--- src/rtl/if_stage_mo_pkg.sv ---
// Shared fetch-stage definitions: boot/exception vectors, exception codes,
// the instruction-buffer entry layout and a PC alignment helper.
package if_stage_mo_pkg;

   localparam logic [31:0] MYCPU_RESET_PC = 32'hbfc00000;
   localparam logic [31:0] MYCPU_EX_ENTRY = 32'hbfc00380;

   localparam logic [4:0] EXC_INT  = 5'h00;
   localparam logic [4:0] EXC_ADEL = 5'h04;

   typedef struct packed {
      logic [31:0] pc;
      logic [31:0] inst;
      logic        adel;
   } fs_entry_t;

   localparam int ENTRY_W = $bits(fs_entry_t);

   function automatic logic pc_aligned(input logic [31:0] pc);
      return pc[1:0] == 2'b00;
   endfunction

   // Exception code a decode stage should raise for a buffer entry.
   function automatic logic [4:0] entry_exc_code(input logic adel);
      return adel ? EXC_ADEL : EXC_INT;
   endfunction

endpackage

--- src/rtl/sync_fifo.sv ---
// Synchronous FIFO with combinational head read and single-cycle flush.
// Ports:
//   clk, reset      rising-edge clock, synchronous active-high reset
//   i_flush         empty the FIFO at the next edge
//   i_push, i_din   write request and data (accepted when not full, or full
//                   with a pop in the same cycle)
//   i_pop           remove head (ignored when empty)
//   o_dout          head entry
//   o_full, o_empty, o_count  occupancy
module sync_fifo #(
   parameter  int WIDTH = 32,
   parameter  int DEPTH = 2,
   localparam int AW    = (DEPTH > 1) ? $clog2(DEPTH) : 1,
   localparam int CW    = $clog2(DEPTH) + 1
) (
   input  logic             clk,
   input  logic             reset,
   input  logic             i_flush,
   input  logic             i_push,
   input  logic [WIDTH-1:0] i_din,
   input  logic             i_pop,
   output logic [WIDTH-1:0] o_dout,
   output logic             o_full,
   output logic             o_empty,
   output logic [CW-1:0]    o_count
);

   localparam logic [AW-1:0] LAST = AW'(DEPTH - 1);

   logic [WIDTH-1:0] r_mem [DEPTH];
   logic [AW-1:0]    r_rd_ptr;
   logic [AW-1:0]    r_wr_ptr;
   logic [CW-1:0]    r_count;
   logic             w_do_pop;
   logic             w_do_push;

   assign o_full    = (r_count == CW'(DEPTH));
   assign o_empty   = (r_count == '0);
   assign o_count   = r_count;
   assign o_dout    = r_mem[r_rd_ptr];
   assign w_do_pop  = i_pop && !o_empty;
   assign w_do_push = i_push && (!o_full || w_do_pop);

   always_ff @(posedge clk) begin
      if (w_do_push) r_mem[r_wr_ptr] <= i_din;
   end

   always_ff @(posedge clk) begin
      if (reset || i_flush) begin
         r_rd_ptr <= '0;
         r_wr_ptr <= '0;
         r_count  <= '0;
      end else begin
         if (w_do_push) r_wr_ptr <= (r_wr_ptr == LAST) ? '0 : r_wr_ptr + 1'b1;
         if (w_do_pop)  r_rd_ptr <= (r_rd_ptr == LAST) ? '0 : r_rd_ptr + 1'b1;
         if (w_do_push && !w_do_pop)      r_count <= r_count + 1'b1;
         else if (!w_do_push && w_do_pop) r_count <= r_count - 1'b1;
      end
   end

endmodule

--- src/rtl/if_stage_mo.sv ---
// Instruction fetch stage with multiple outstanding bus requests.
// Requests go out in PC order; returning data is matched to its PC through a
// PC FIFO and lands in an instruction buffer that feeds decode. Flushes
// (exception or redirect) drop everything buffered and arm a discard counter
// that swallows returns belonging to the abandoned requests.
// Ports:
//   clk, reset                           clock, synchronous active-high reset
//   ds_allowin                           decode accepts head this cycle
//   fs_to_ds_valid/pc/inst/adel          buffer head toward decode
//   ex_flush                             refetch from EX_ENTRY (wins)
//   redirect_valid, redirect_pc          refetch from redirect_pc
//   inst_req, inst_addr                  bus request
//   inst_addr_ok, inst_data_ok, inst_rdata  bus handshake / in-order return
module if_stage_mo
   import if_stage_mo_pkg::*;
#(
   parameter int          OUTSTANDING = 2,
   parameter int          BUF_DEPTH   = 4,
   parameter logic [31:0] RESET_PC    = MYCPU_RESET_PC,
   parameter logic [31:0] EX_ENTRY    = MYCPU_EX_ENTRY
) (
   input  logic        clk,
   input  logic        reset,
   input  logic        ds_allowin,
   output logic        fs_to_ds_valid,
   output logic [31:0] fs_to_ds_pc,
   output logic [31:0] fs_to_ds_inst,
   output logic        fs_to_ds_adel,
   input  logic        ex_flush,
   input  logic        redirect_valid,
   input  logic [31:0] redirect_pc,
   output logic        inst_req,
   output logic [31:0] inst_addr,
   input  logic        inst_addr_ok,
   input  logic        inst_data_ok,
   input  logic [31:0] inst_rdata
);

   localparam int OW = $clog2(OUTSTANDING) + 1;
   localparam int BW = $clog2(BUF_DEPTH) + 1;

   logic [31:0]   r_pc;
   logic          r_halt;
   logic [OW-1:0] r_discard;

   logic          w_flush;
   logic [31:0]   w_target;
   logic [OW-1:0] w_inflight;
   logic          w_hs;
   logic          w_dok;
   logic          w_pcf_pop;
   logic          w_adel_wr;
   logic          w_buf_push;
   fs_entry_t     w_buf_din;
   fs_entry_t     w_buf_dout;
   logic          w_buf_full;
   logic          w_buf_empty;
   logic [BW-1:0] w_buf_count;
   logic [31:0]   w_pcf_dout;
   logic          w_pcf_full;
   logic          w_pcf_empty;
   logic [OW-1:0] w_pcf_count;

   assign w_flush  = ex_flush || redirect_valid;
   assign w_target = ex_flush ? EX_ENTRY : redirect_pc;

   // Live requests sit in the PC FIFO; abandoned ones are only counted.
   assign w_inflight = w_pcf_count + r_discard;

   assign inst_req  = !reset && !w_flush && !r_halt && pc_aligned(r_pc)
                      && (32'(w_inflight) < 32'(OUTSTANDING))
                      && (32'(w_inflight) + 32'(w_buf_count) < 32'(BUF_DEPTH))
                      && !w_pcf_full;
   assign inst_addr = r_pc;
   assign w_hs      = inst_req && inst_addr_ok;

   assign w_dok     = inst_data_ok && (w_inflight != '0);
   assign w_pcf_pop = w_dok && (r_discard == '0) && !w_pcf_empty;

   // Misaligned PC: the error entry waits until every earlier return is in.
   assign w_adel_wr = !w_flush && !r_halt && !pc_aligned(r_pc)
                      && (w_inflight == '0) && !w_buf_full;

   assign w_buf_push = (w_pcf_pop && !w_flush) || w_adel_wr;
   assign w_buf_din  = w_adel_wr ? '{pc: r_pc, inst: 32'h0, adel: 1'b1}
                                 : '{pc: w_pcf_dout, inst: inst_rdata, adel: 1'b0};

   assign fs_to_ds_valid = !reset && !w_flush && !w_buf_empty;
   assign fs_to_ds_pc    = w_buf_dout.pc;
   assign fs_to_ds_inst  = w_buf_dout.inst;
   assign fs_to_ds_adel  = w_buf_dout.adel;

   sync_fifo #(.WIDTH(32), .DEPTH(OUTSTANDING)) u_pc_fifo (
      .clk     (clk),
      .reset   (reset),
      .i_flush (w_flush),
      .i_push  (w_hs),
      .i_din   (r_pc),
      .i_pop   (w_pcf_pop),
      .o_dout  (w_pcf_dout),
      .o_full  (w_pcf_full),
      .o_empty (w_pcf_empty),
      .o_count (w_pcf_count)
   );

   sync_fifo #(.WIDTH(ENTRY_W), .DEPTH(BUF_DEPTH)) u_inst_buf (
      .clk     (clk),
      .reset   (reset),
      .i_flush (w_flush),
      .i_push  (w_buf_push),
      .i_din   (w_buf_din),
      .i_pop   (fs_to_ds_valid && ds_allowin),
      .o_dout  (w_buf_dout),
      .o_full  (w_buf_full),
      .o_empty (w_buf_empty),
      .o_count (w_buf_count)
   );

   always_ff @(posedge clk) begin
      if (reset) begin
         r_pc      <= RESET_PC;
         r_halt    <= 1'b0;
         r_discard <= '0;
      end else if (w_flush) begin
         r_pc      <= w_target;
         r_halt    <= 1'b0;
         // Everything still on the bus after this edge belongs to the old path.
         r_discard <= w_inflight + OW'(w_hs) - OW'(w_dok);
      end else begin
         if (w_hs)      r_pc   <= r_pc + 32'd4;
         if (w_adel_wr) r_halt <= 1'b1;
         if (w_dok && (r_discard != '0)) r_discard <= r_discard - 1'b1;
      end
   end

endmodule

--- config.mk ---
export PLATFORM = sky130hd
export DESIGN_NAME = if_stage_mo
export DESIGN_NICKNAME = d
export VERILOG_FILES = /design/src/rtl/if_stage_mo_pkg.sv /design/src/rtl/sync_fifo.sv /design/src/rtl/if_stage_mo.sv
export SDC_FILE = /design/constraint.sdc
export NUM_CORES = 1
export LEC_CHECK = 0
export ABC_AREA = 1
export BUFFER_PORTS_ARGS = -buffer_cell sky130_fd_sc_hd__buf_2
export CAP_MARGIN = 20
export CORE_MARGIN = 2
export CORE_UTILIZATION = 56
export DETAILED_ROUTE_END_ITERATION = 7
export PLACE_DENSITY = 0.79
export SKIP_LAST_GASP = 1
export SYNTH_ARGS = -nofsm -noshare
export SYNTH_HDL_FRONTEND = slang
export SYNTH_HIERARCHICAL = 1
export SYNTH_SLANG_ARGS = --single-unit
--- constraint.sdc ---
create_clock -name clk -period 8.79 [get_ports clk]
set_input_delay 2.637 -clock clk [delete_from_list [all_inputs] [get_ports clk]]
set_output_delay 2.637 -clock clk [all_outputs]
set_load 0.005 [all_outputs]
**Yosys cells after proc, flatten, opt, wreduce, memory -nomap -nowiden**

Memory sizes are Yosys's and may differ from the RTL's. A register that Yosys moved wholly into a read port is not among the register bits.
Index checks and enable logic that the tools add are counted.

- Add/subtract/negate cells: 14
- $lt $le $gt $ge: 2
- Eq/ne operators: 4
- Multiplexer cells: 22
- Reduce and logical (&&, ||, !) cells: 55

Operators with widths:

| cell | count |
|---|---|
| two-way mux 32 bit | 3 |
| two-way mux 65 bit | 1 |
| adder 32 x 3 -> 32 bit (second input constant) | 1 |
| logical AND 1 bit | 26 |
| two-way mux 2 bit | 8 |
| logical NOT 1 bit | 12 |
| nonzero test 2 bit | 6 |
| logical NOT 2 bit | 4 |
| two-way mux 1 bit | 8 |
| adder 2 x 1 -> 2 bit (second input constant) | 3 |
| == test 2 bit (second input constant) | 3 |
| two-way mux 3 bit | 2 |
| logical OR 1 bit | 5 |
| adder 2 x 3 -> 4 bit | 1 |
| < comparator 4 x 3 -> 1 bit (second input constant) | 1 |
| subtractor 2 x 1 -> 2 bit (second input constant) | 2 |
| adder 3 x 1 -> 3 bit (second input constant) | 1 |
| == test 3 bit (second input constant) | 1 |
| logical NOT 3 bit | 1 |
| subtractor 3 x 1 -> 3 bit (second input constant) | 1 |
| adder 1 bit (second input constant) | 2 |
| adder 2 x 1 -> 2 bit | 1 |
| adder 2 bit | 1 |
| < comparator 2 bit (second input constant) | 1 |
| 2 further kinds | 2 |

- Bits in registers: 46
- Memory bits (writable): 324
- Input port bits: 71
- Output and inout port bits: 99
- Word-level logic and storage cells: 108
- Memories kept: 2

Memory list:

| memory | depth | width | rd ports | clocked after Yosys merged registers in | wr ports | RTL line | RTL |
|---|---|---|---|---|---|---|---|
| u_inst_buf.r_mem | 4 | 65 | 1 | 1 | 1 | sync_fifo.sv:30 | `logic [WIDTH-1:0] r_mem [DEPTH];` |
| u_pc_fifo.r_mem | 2 | 32 | 1 | 1 | 1 | sync_fifo.sv:30 |  |

**Depth between registers and ports, before layout**

Gate-level depths: netlist (run 1).

- Depth in word-level cells: 14
- Depth in mapped cells: 23
- Depth with buffers taken out: 22

**Modules after synthesis**

The synthesis (run 1) kept the hierarchy.

Modules (own cells, without submodules):

| module | instances | cells an instance | area each (um2) |
|---|---|---|---|
| sync_fifo (u_inst_buf) | 1 | 700 | 10,472.5 |
| if_stage_mo | 1 | 650 | 3,400.8 |
| sync_fifo (u_pc_fifo) | 1 | 140 | 2,720.1 |

**Worst setup path before layout (run 1)**

OpenSTA, ideal clock, no wires.

- Kind: input to register
- Start: input redirect_valid
- End: memory u_inst_buf/r_mem[0][0] in the netlist's numbering (enable)
- Setup time: 0.488 ns
- Data arrival time: 6.796 ns
- Setup slack: 1.505 ns
- Stages: 9
- Cells stage by stage: buf_4 -> nor2_8 -> buf_1 -> nand2_1 -> nor3b_1 -> inv_1 -> nand3_1 -> nand2_1 -> nor2_1

- Cells in the longest elaborated chain, start to end: 10
- Elaborated cells on any way between the ends: 16
- Those cells by class: mux (2); reduce/logical (14)

RTL lines:

| item | RTL line | RTL |
|---|---|---|
| start, declared | if_stage_mo.sv:30 | `input logic redirect_valid,` |
| logical OR 1 bit * | if_stage_mo.sv:64 | `assign w_flush = ex_flush \|\| redirect_valid;` |
| logical NOT 1 bit * | if_stage_mo.sv:81, if_stage_mo.sv:84, if_stage_mo.sv:88 |  |
| logical AND 1 bit (on tied branches) (2 in series) | if_stage_mo.sv:81, if_stage_mo.sv:88 |  |
| logical AND 1 bit (on tied branches) | if_stage_mo.sv:82, if_stage_mo.sv:112 |  |
| logical AND 1 bit (on tied branches) | if_stage_mo.sv:82, sync_fifo.sv:41 |  |
| logical OR 1 bit (on tied branches) | if_stage_mo.sv:84, sync_fifo.sv:42 |  |
| logical AND 1 bit * | sync_fifo.sv:42 | `assign w_do_push = i_push && (!o_full \|\| w_do_pop);` |
| two-way mux 1 bit * | sync_fifo.sv:45 | `if (w_do_push) r_mem[r_wr_ptr] <= i_din;` |
| two-way mux 1 bit (not written as such) * | sync_fifo.sv:45 |  |
| end, declared | sync_fifo.sv:30 |  |

Every way passes the cells marked *; elsewhere a longest branch is shown, timed or not.

**Worst setup path after layout (run 1)**

- Start: input reset
- End: output inst_req

- Cells in the longest elaborated chain, start to end: 7

RTL lines:

| item | RTL line | RTL |
|---|---|---|
| start, declared | if_stage_mo.sv:23 | `input logic reset,` |
| logical NOT 1 bit | if_stage_mo.sv:70 | `assign inst_req = !reset && !w_flush && !r_halt && pc_aligned(r_pc)` |
| logical AND 1 bit (3 in series) | if_stage_mo.sv:70 |  |
| logical AND 1 bit | if_stage_mo.sv:71 | `&& (32'(w_inflight) < 32'(OUTSTANDING))` |
| logical AND 1 bit | if_stage_mo.sv:72 | `&& (32'(w_inflight) + 32'(w_buf_count) < 32'(BUF_DEPTH))` |
| logical AND 1 bit | if_stage_mo.sv:73 | `&& !w_pcf_full;` |
| end, declared | if_stage_mo.sv:32 | `output logic inst_req,` |

No other way between the ends.

==> flow_summary.yaml, run 1 <==
run_status:
  status: "finished, final reports clean"
global_routing:
  antenna_found_initial: 0
  grt-ovfl-total: 0
  grt_pass1_vias: 10922
  grt_usage_pct: 23.5
  grt_max_degree: 125
  grt_pass1_wl_um: 57300
final_layout:
  regArea_um2: 10700
  final_cell_count_no_fill: 2060
  area_growth_pct: 13.6
  final_util_pct: 64.1
  final_nets: 1726
  diodes: 0
  multi_input_area_um2: 4960
  drive_gt1_share_pct: 20.8
  final.fill_count: 2234
clocking:
  cts_buffer_depth: 3
  clk_latency_ns: 0.53
  cts_resized: 0
  postCtsHoldBufs: 0
  htreeDepth: 2
  cts_tree: "done"
  root_buffer: "clkbuf_16"
  cts.sinks: 373
  cts_made_buffers: 37
  post_cts_buffers: 0
  path_clk_slew_ns: 0.06
timing:
  fin_crit_ns: 6.67
  fin_tns_setup_ns: 0
  maxSlewViolCount: 0
  max_freq_mhz: 150
  worst_slew_pin_slew_ns: 1.07
  setup_slack_ns: 2.12
  hold_violations: 0
  rsz0062_at_grt: "no"
  setup_viol: 0
  relSlewSlack_pct: 28.6
  clock_skew_ns: 0.0272
  fin_crit_sh_pct: 75.9
power:
  p_comb_share_pct: 4.5
  power_uw: 3750
  clockPowerShare_pct: 43.0
  power_density_nw_per_um2: 199
  leakagePower_uw: 0.00722
  seq_power_share_pct: 52.5
  swShare_pct: 21.1
  intPower_uw: 2960
  irDropWorstVdd_uv: 125
  p_sw_uw: 790
setup_path:
  reg2reg_from: "u_pc_fifo/o_count[0]$_SDFFE_PP0P_"
  cpLargestDelayFamily: "buffers and inverters"
  required_ns: 6.15
  crit_type: "input pin to output pin"
  crit_chain: "buf_2 -> inv_1 -> nand3_1 -> nor2_2 -> nand2_1 -> inv_1 -> buf_2"
  slowest_delay_ns: 0.63
  critical_path.startpoint: "reset"
  path_max_fanout: 29
  endpoint_kind: "output pin"
  cp_slowest_cell: "inv_1"
  path_buf_inv: 4
  arrival_ns: 4.04
  startpoint_type: "input pin"
synthesis:
  synth_nets: 1575
  yosysUniqueCellTypes: 41
  synth_compound_area_share_pct: 10.5
  synth_top_family_by_area: "simple AND/OR/NAND/NOR gates"
  synth-main-ff-cell: "edfxtp_1"
  synth_edf_count: 324
  ys_seq_area_share_pct: 64.5
  synth-simple-area-share_pct: 14.9
  synthAdderAreaFrac_pct: 1.10
  synthTopCellsByArea: "edfxtp_1 59%, nand2_1 6.3%, dfxtp_1 5.9%"
  synth.area.mux_share_pct: 2.85
  syn_area_um2: 16600
  syn_inst: 1490
  synth_largest_area_cell: "edfxtp_1"
  yosys_warnings: 6
  synthArstFlopShare_pct: 0
  synth_top_area_share_pct: 58.6
  synth_xor_area_share_pct: 0.317
  synth_area_per_cell_um2: 11.1
  ys_ff_latch: 373
floorplan:
  start_util_pct: 56.4
  core_area_um2: 29400
  boundaryPins: 170
  die_area_um2: 31000
  die_x_um: 176
  rows: 63
  chipHeight_um: 176
drt:
  vias_per_cell: 5.59
  vias: 11523
  first_pass_iters: 8
  drtAntennaViolNets: 0
  drc: 0
  drt_iter0_drc: 1375
  routed_wl_um: 36900
  post_drt_wl_per_cell_um: 17.9
run:
  max_cap_viol_count: 0
placement:
  dp.cells: 1990
  place_hpwl_um: 23300
  pre_cts_slack_ns: 1.90
  portBuffers: 169
  gp_congestion: 0.924
min_path:
  min_from: "r_halt$_SDFFE_PP0P_"
  hp-class: "register to register"
-- cell usage after synthesis (2+ instances only) --
master,n
buf_1,4
nand3_1,48
buf_6,13
nor2_4,20
ha_1,13
buf_12,6
buf_2,26
mux2_2,2
o21ai_2,5
nand4_1,5
o22ai_1,45
xor2_1,4
edfxtp_1,324
dfxtp_1,49
inv_2,4
a21oi_1,34
clkbuf_1,21
nor3_1,6
xnor2_1,2
nand2_1,280
buf_4,2
o22ai_2,20
nor2_2,9
nor2_1,203
o21ai_1,71
a21boi_0,6
inv_1,110
a211oi_1,3
o21ai_0,114
mux2_4,30
-- worst min-delay path, cell delays in order, from the launching register on --
cell and delay [ns]:
dfxtp_1 0.33, inv_1 0.06, a21oi_1 0.06
-- per-stage QoR --
step | hold slack, ns | instance area [um^2]
global placement | 0.469 | 17600
global route | 0.515 | 18900
finish | 0.494 | 18900
CTS | 0.495 | 18800
detailed placement | 0.483 | 17600
floorplan | 0.453 | 16600
-- flip-flops by register name, indices dropped and copies added (netlist names), named ones only --
register,cells
u_pc_fifo/r_rd_ptr,1
u_pc_fifo/r_mem,64
r_discard,2
u_inst_buf/r_wr_ptr,2
r_halt,1
u_inst_buf/r_mem,260
inst_addr,32
u_inst_buf/o_count,3
u_inst_buf/r_rd_ptr,2
u_pc_fifo/o_count,2
u_pc_fifo/r_wr_ptr,1
-- metal layers --
layer / routed length (um) / track usage [%] / vias to the layer above
li1: - / - / 5464
met1: 15600 / 32.6 / 5478
met2: 17700 / 38.8 / 521
met3: 2730 / 3.40 / 60
met4: 888 / 7.23 / 0
met5: 0 / 0 / -
-- power by group through the flow --
stage	Clock, uW	Combinational (uW)	Sequential [uW]
detailed placement	0	165	2010
finish	1610	169	1970
global placement	0	160	2010
CTS	1630	167	1970
floorplan	0	104	2000
global route	1700	190	1970
-- path summary, 6_finish.rpt --
path                                                     endpoint  slack (ns)  depth (start not counted)
worst max-delay path                                     inst_req        2.12                          7
worst max register to register  u_inst_buf/r_mem[2][27]$_DFFE_PP_        4.57                         12
worst min register to register                r_halt$_SDFFE_PP0P_        0.49                          2
worst min-delay path                          r_halt$_SDFFE_PP0P_        0.49                          2
-- cell usage in the layout (no fill, tap or decap), drive strengths merged --
cell type    n
a211oi       3
a21boi       6
a21oi       34
a22o         1
buf        185
bufinv       6
clkbuf      42
clkinv      15
clkinvlp     4
dfxtp       49
edfxtp     324
fa           1
ha          13
inv        116
mux2        32
nand2      282
nand3       49
nand4        5
nor2       233
nor3         6
nor3b        1
nor4         1
o21ai      190
o22ai       65
or2          1
xnor2        2
xor2         4
-- cells by family after synthesis --
kind of cell               after synthesis
AOI/OAI and AO/OA                      299
muxes                                   32
DFF                                    373
xor gates and xnor gates                 6
adders and majority gates               14
buffers and inverters                  188
and+or+nand+nor                        578
-- area by class of cell --
class / instances / share of cell area [%]
Sequential cell: 373 / 56.8
Multi-Input combinational cell: 929 / 26.3
Timing Repair Buffer: 185 / 5.26
Clock buffer: 42 / 5.01
Tap cell: 390 / 2.59
Inverter: 115 / 2.32
Clock inverter: 26 / 1.66
(Power assumes the default switching activity.)
==> inputs of run 2 (changes only) <==
--- a/config.mk
+++ b/config.mk
@@ -9,7 +9,7 @@
 export BUFFER_PORTS_ARGS = -buffer_cell sky130_fd_sc_hd__buf_2
 export CAP_MARGIN = 20
 export CORE_MARGIN = 2
-export CORE_UTILIZATION = 56
+export CORE_UTILIZATION = 53
 export DETAILED_ROUTE_END_ITERATION = 7
 export PLACE_DENSITY = 0.79
 export SKIP_LAST_GASP = 1
==> constraint.sdc (replaced) <==
create_clock -name clk -period 5.4 [get_ports clk]
set_input_delay 1.62 -clock clk [delete_from_list [all_inputs] [get_ports clk]]
set_output_delay 1.62 -clock clk [all_outputs]
set_load 0.005 [all_outputs]
==> run 2 against run 1 <==
Routed wire length grew 1.3%. Critical endpoint unchanged. Final area shrank 0.50%. Sequential share of layout area grew 0.28 points. Die area grew 5.5%. Worst hold slack lost 0.0013 ns. Sequential power grew 63%. Global-route usage shrank 0.96 points. Count of clock-buffer cells in the layout grew 8. Largest power group unchanged. Total power grew 56%. Utilization shrank 3.1 points. Combinational power grew 63%.
==> flow_summary.yaml, run 2 (synthesis gave the netlist of run 1 again) <==
run_status:
  status: "finished, final reports clean"
placement:
  place_area_um2: 17600
  portBuffers: 169
  place_hpwl_um: 22800
  gp_congestion: 0.943
clocking:
  cts_tree: "done"
  path_clk_slew_ns: 0.06
  postCtsHoldBufs: 0
  cts_made_buffers: 38
  clk_latency_ns: 0.53
  post_cts_buffers: 0
  root_buffer: "clkbuf_16"
  htreeDepth: 2
  cts_resized: 0
  cts.sinks: 373
  cts_buffer_depth: 3
floorplan:
  core_area_um2: 30700
  boundaryPins: 170
  die_area_um2: 32700
  start_util_pct: 54.0
  die_x_um: 181
  rows: 64
  chipHeight_um: 181
setup_path:
  path_max_fanout: 17
  endpoint_kind: "output pin"
  crit_type: "input pin to output pin"
  required_ns: 3.78
  arrival_ns: 2.62
  ff2ff_setup_slack_ns: 2.19
  startpoint_type: "input pin"
timing:
  fin_crit_sh_pct: 78.5
  fin_crit_ns: 4.24
  clock_skew_ns: 0.0203
  maxSlewViolCount: 0
  relSlewSlack_pct: 27.1
  worst_slew_pin_slew_ns: 1.09
  rsz0062_at_grt: "no"
  max_freq_mhz: 236
  fin_tns_setup_ns: 0
  setup_viol: 0
  hold_violations: 0
global_routing:
  antenna_found_initial: 0
  grt_pass1_wl_um: 58400
  grt_pass1_vias: 10845
  grt-ovfl-total: 0
  grt_max_degree: 91
  grt_usage_pct: 22.5
final_layout:
  area_growth_pct: 13.1
  layout_commonest_cell: "edfxtp_1"
  fin_area_um2: 18800
  layout_common_cells: "324 x edfxtp_1, 280 x nand2_1, 198 x nor2_1, 169 x buf_2, 114 x o21ai_0"
  top_register: "u_inst_buf/r_mem"
  drive_gt1_share_pct: 20.3
  final_nets: 1725
  largest_reg_flops: 260
  diodes: 0
drt:
  post_drt_wl_per_cell_um: 18.1
  drtAntennaViolNets: 0
  vias_per_cell: 5.57
  drc: 0
  drt_iter0_drc: 1281
  routed_wl_um: 37400
  vias: 11482
  first_pass_iters: 6
power:
  irDropWorstVdd_uv: 219
  leakagePower_uw: 0.00717
  power_density_nw_per_um2: 313
min_path:
  hp-class: "register to register"
run:
  max_cap_viol_count: 0
## run 2: cell count changes in the layout (fill, tap and decap cells not counted)
cell | before | now
clkbuf_8 | 0 | 1
inv_4 | 0 | 1
clkinv_1 | 6 | 7
inv_6 | 2 | 1
buf_12 | 2 | 5
bufinv_16 | 6 | 0
buf_4 | 14 | 9
clkbuf_16 | 37 | 39
clkinvlp_4 | 4 | 1
clkinv_2 | 6 | 5
clkbuf_1 | 5 | 10
## run 2: final cells by class
cell class	instances	area, um^2
Clock inverter	17	106
Fill cell	2415	12000
Timing Repair Buffer	183	1010
Sequential cell	373	10700
Tap cell	396	495
Clock buffer	50	1030
Multi-Input combinational cell	929	4960
Inverter	115	437
## run 2: layer usage
layer	wire length (um)	part of all wire [%]	global-route usage, %
met1	15900	43	32.3
met2	17500	47	36.2
met3	3230	8.6	3.10
met4	746	2.0	6.83
met5	0	0	0
## run 2: worst paths after layout
path | startpoint | to | depth (start not counted)
setup / recovery | ex_flush | inst_req | 7
hold / removal | r_halt$_SDFFE_PP0P_ | r_halt$_SDFFE_PP0P_ | 2
setup reg to reg | u_pc_fifo/o_count[0]$_SDFFE_PP0P_ | u_inst_buf/o_count[2]$_SDFFE_PP0P_ | 22
hold reg to reg | r_halt$_SDFFE_PP0P_ | r_halt$_SDFFE_PP0P_ | 2
## run 2: worst max-delay path, stage by stage
cell and delay, ns:
buf_2 0.22, nor2_8 0.29, nand3_1 0.14, nor2_2 0.13
nand2_1 0.06, inv_1 0.05, buf_2 0.10
## run 2: per-stage QoR
step                utilization [%]  total power, uW  instances  hold WS, ns  setup slack, ns
detailed placement             57.3             3540       1996        0.474            0.906
global placement               57.3             3530       1996        0.474            0.987
CTS                            61.0             5900       2063        0.500             1.17
floorplan                         -             3420       1490        0.453           -0.868
global route                   61.0             6050       2063        0.519             1.06
finish                         61.0             5870       2063        0.493             1.16
## run 2: where the power goes
group	total (uW)	internal, uW	leakage [uW]	switching (uW)
combinational	275	97.6	0.00330	178
clock	2390	1350	0.000553	1040
sequential	3210	3160	0.00332	45.6
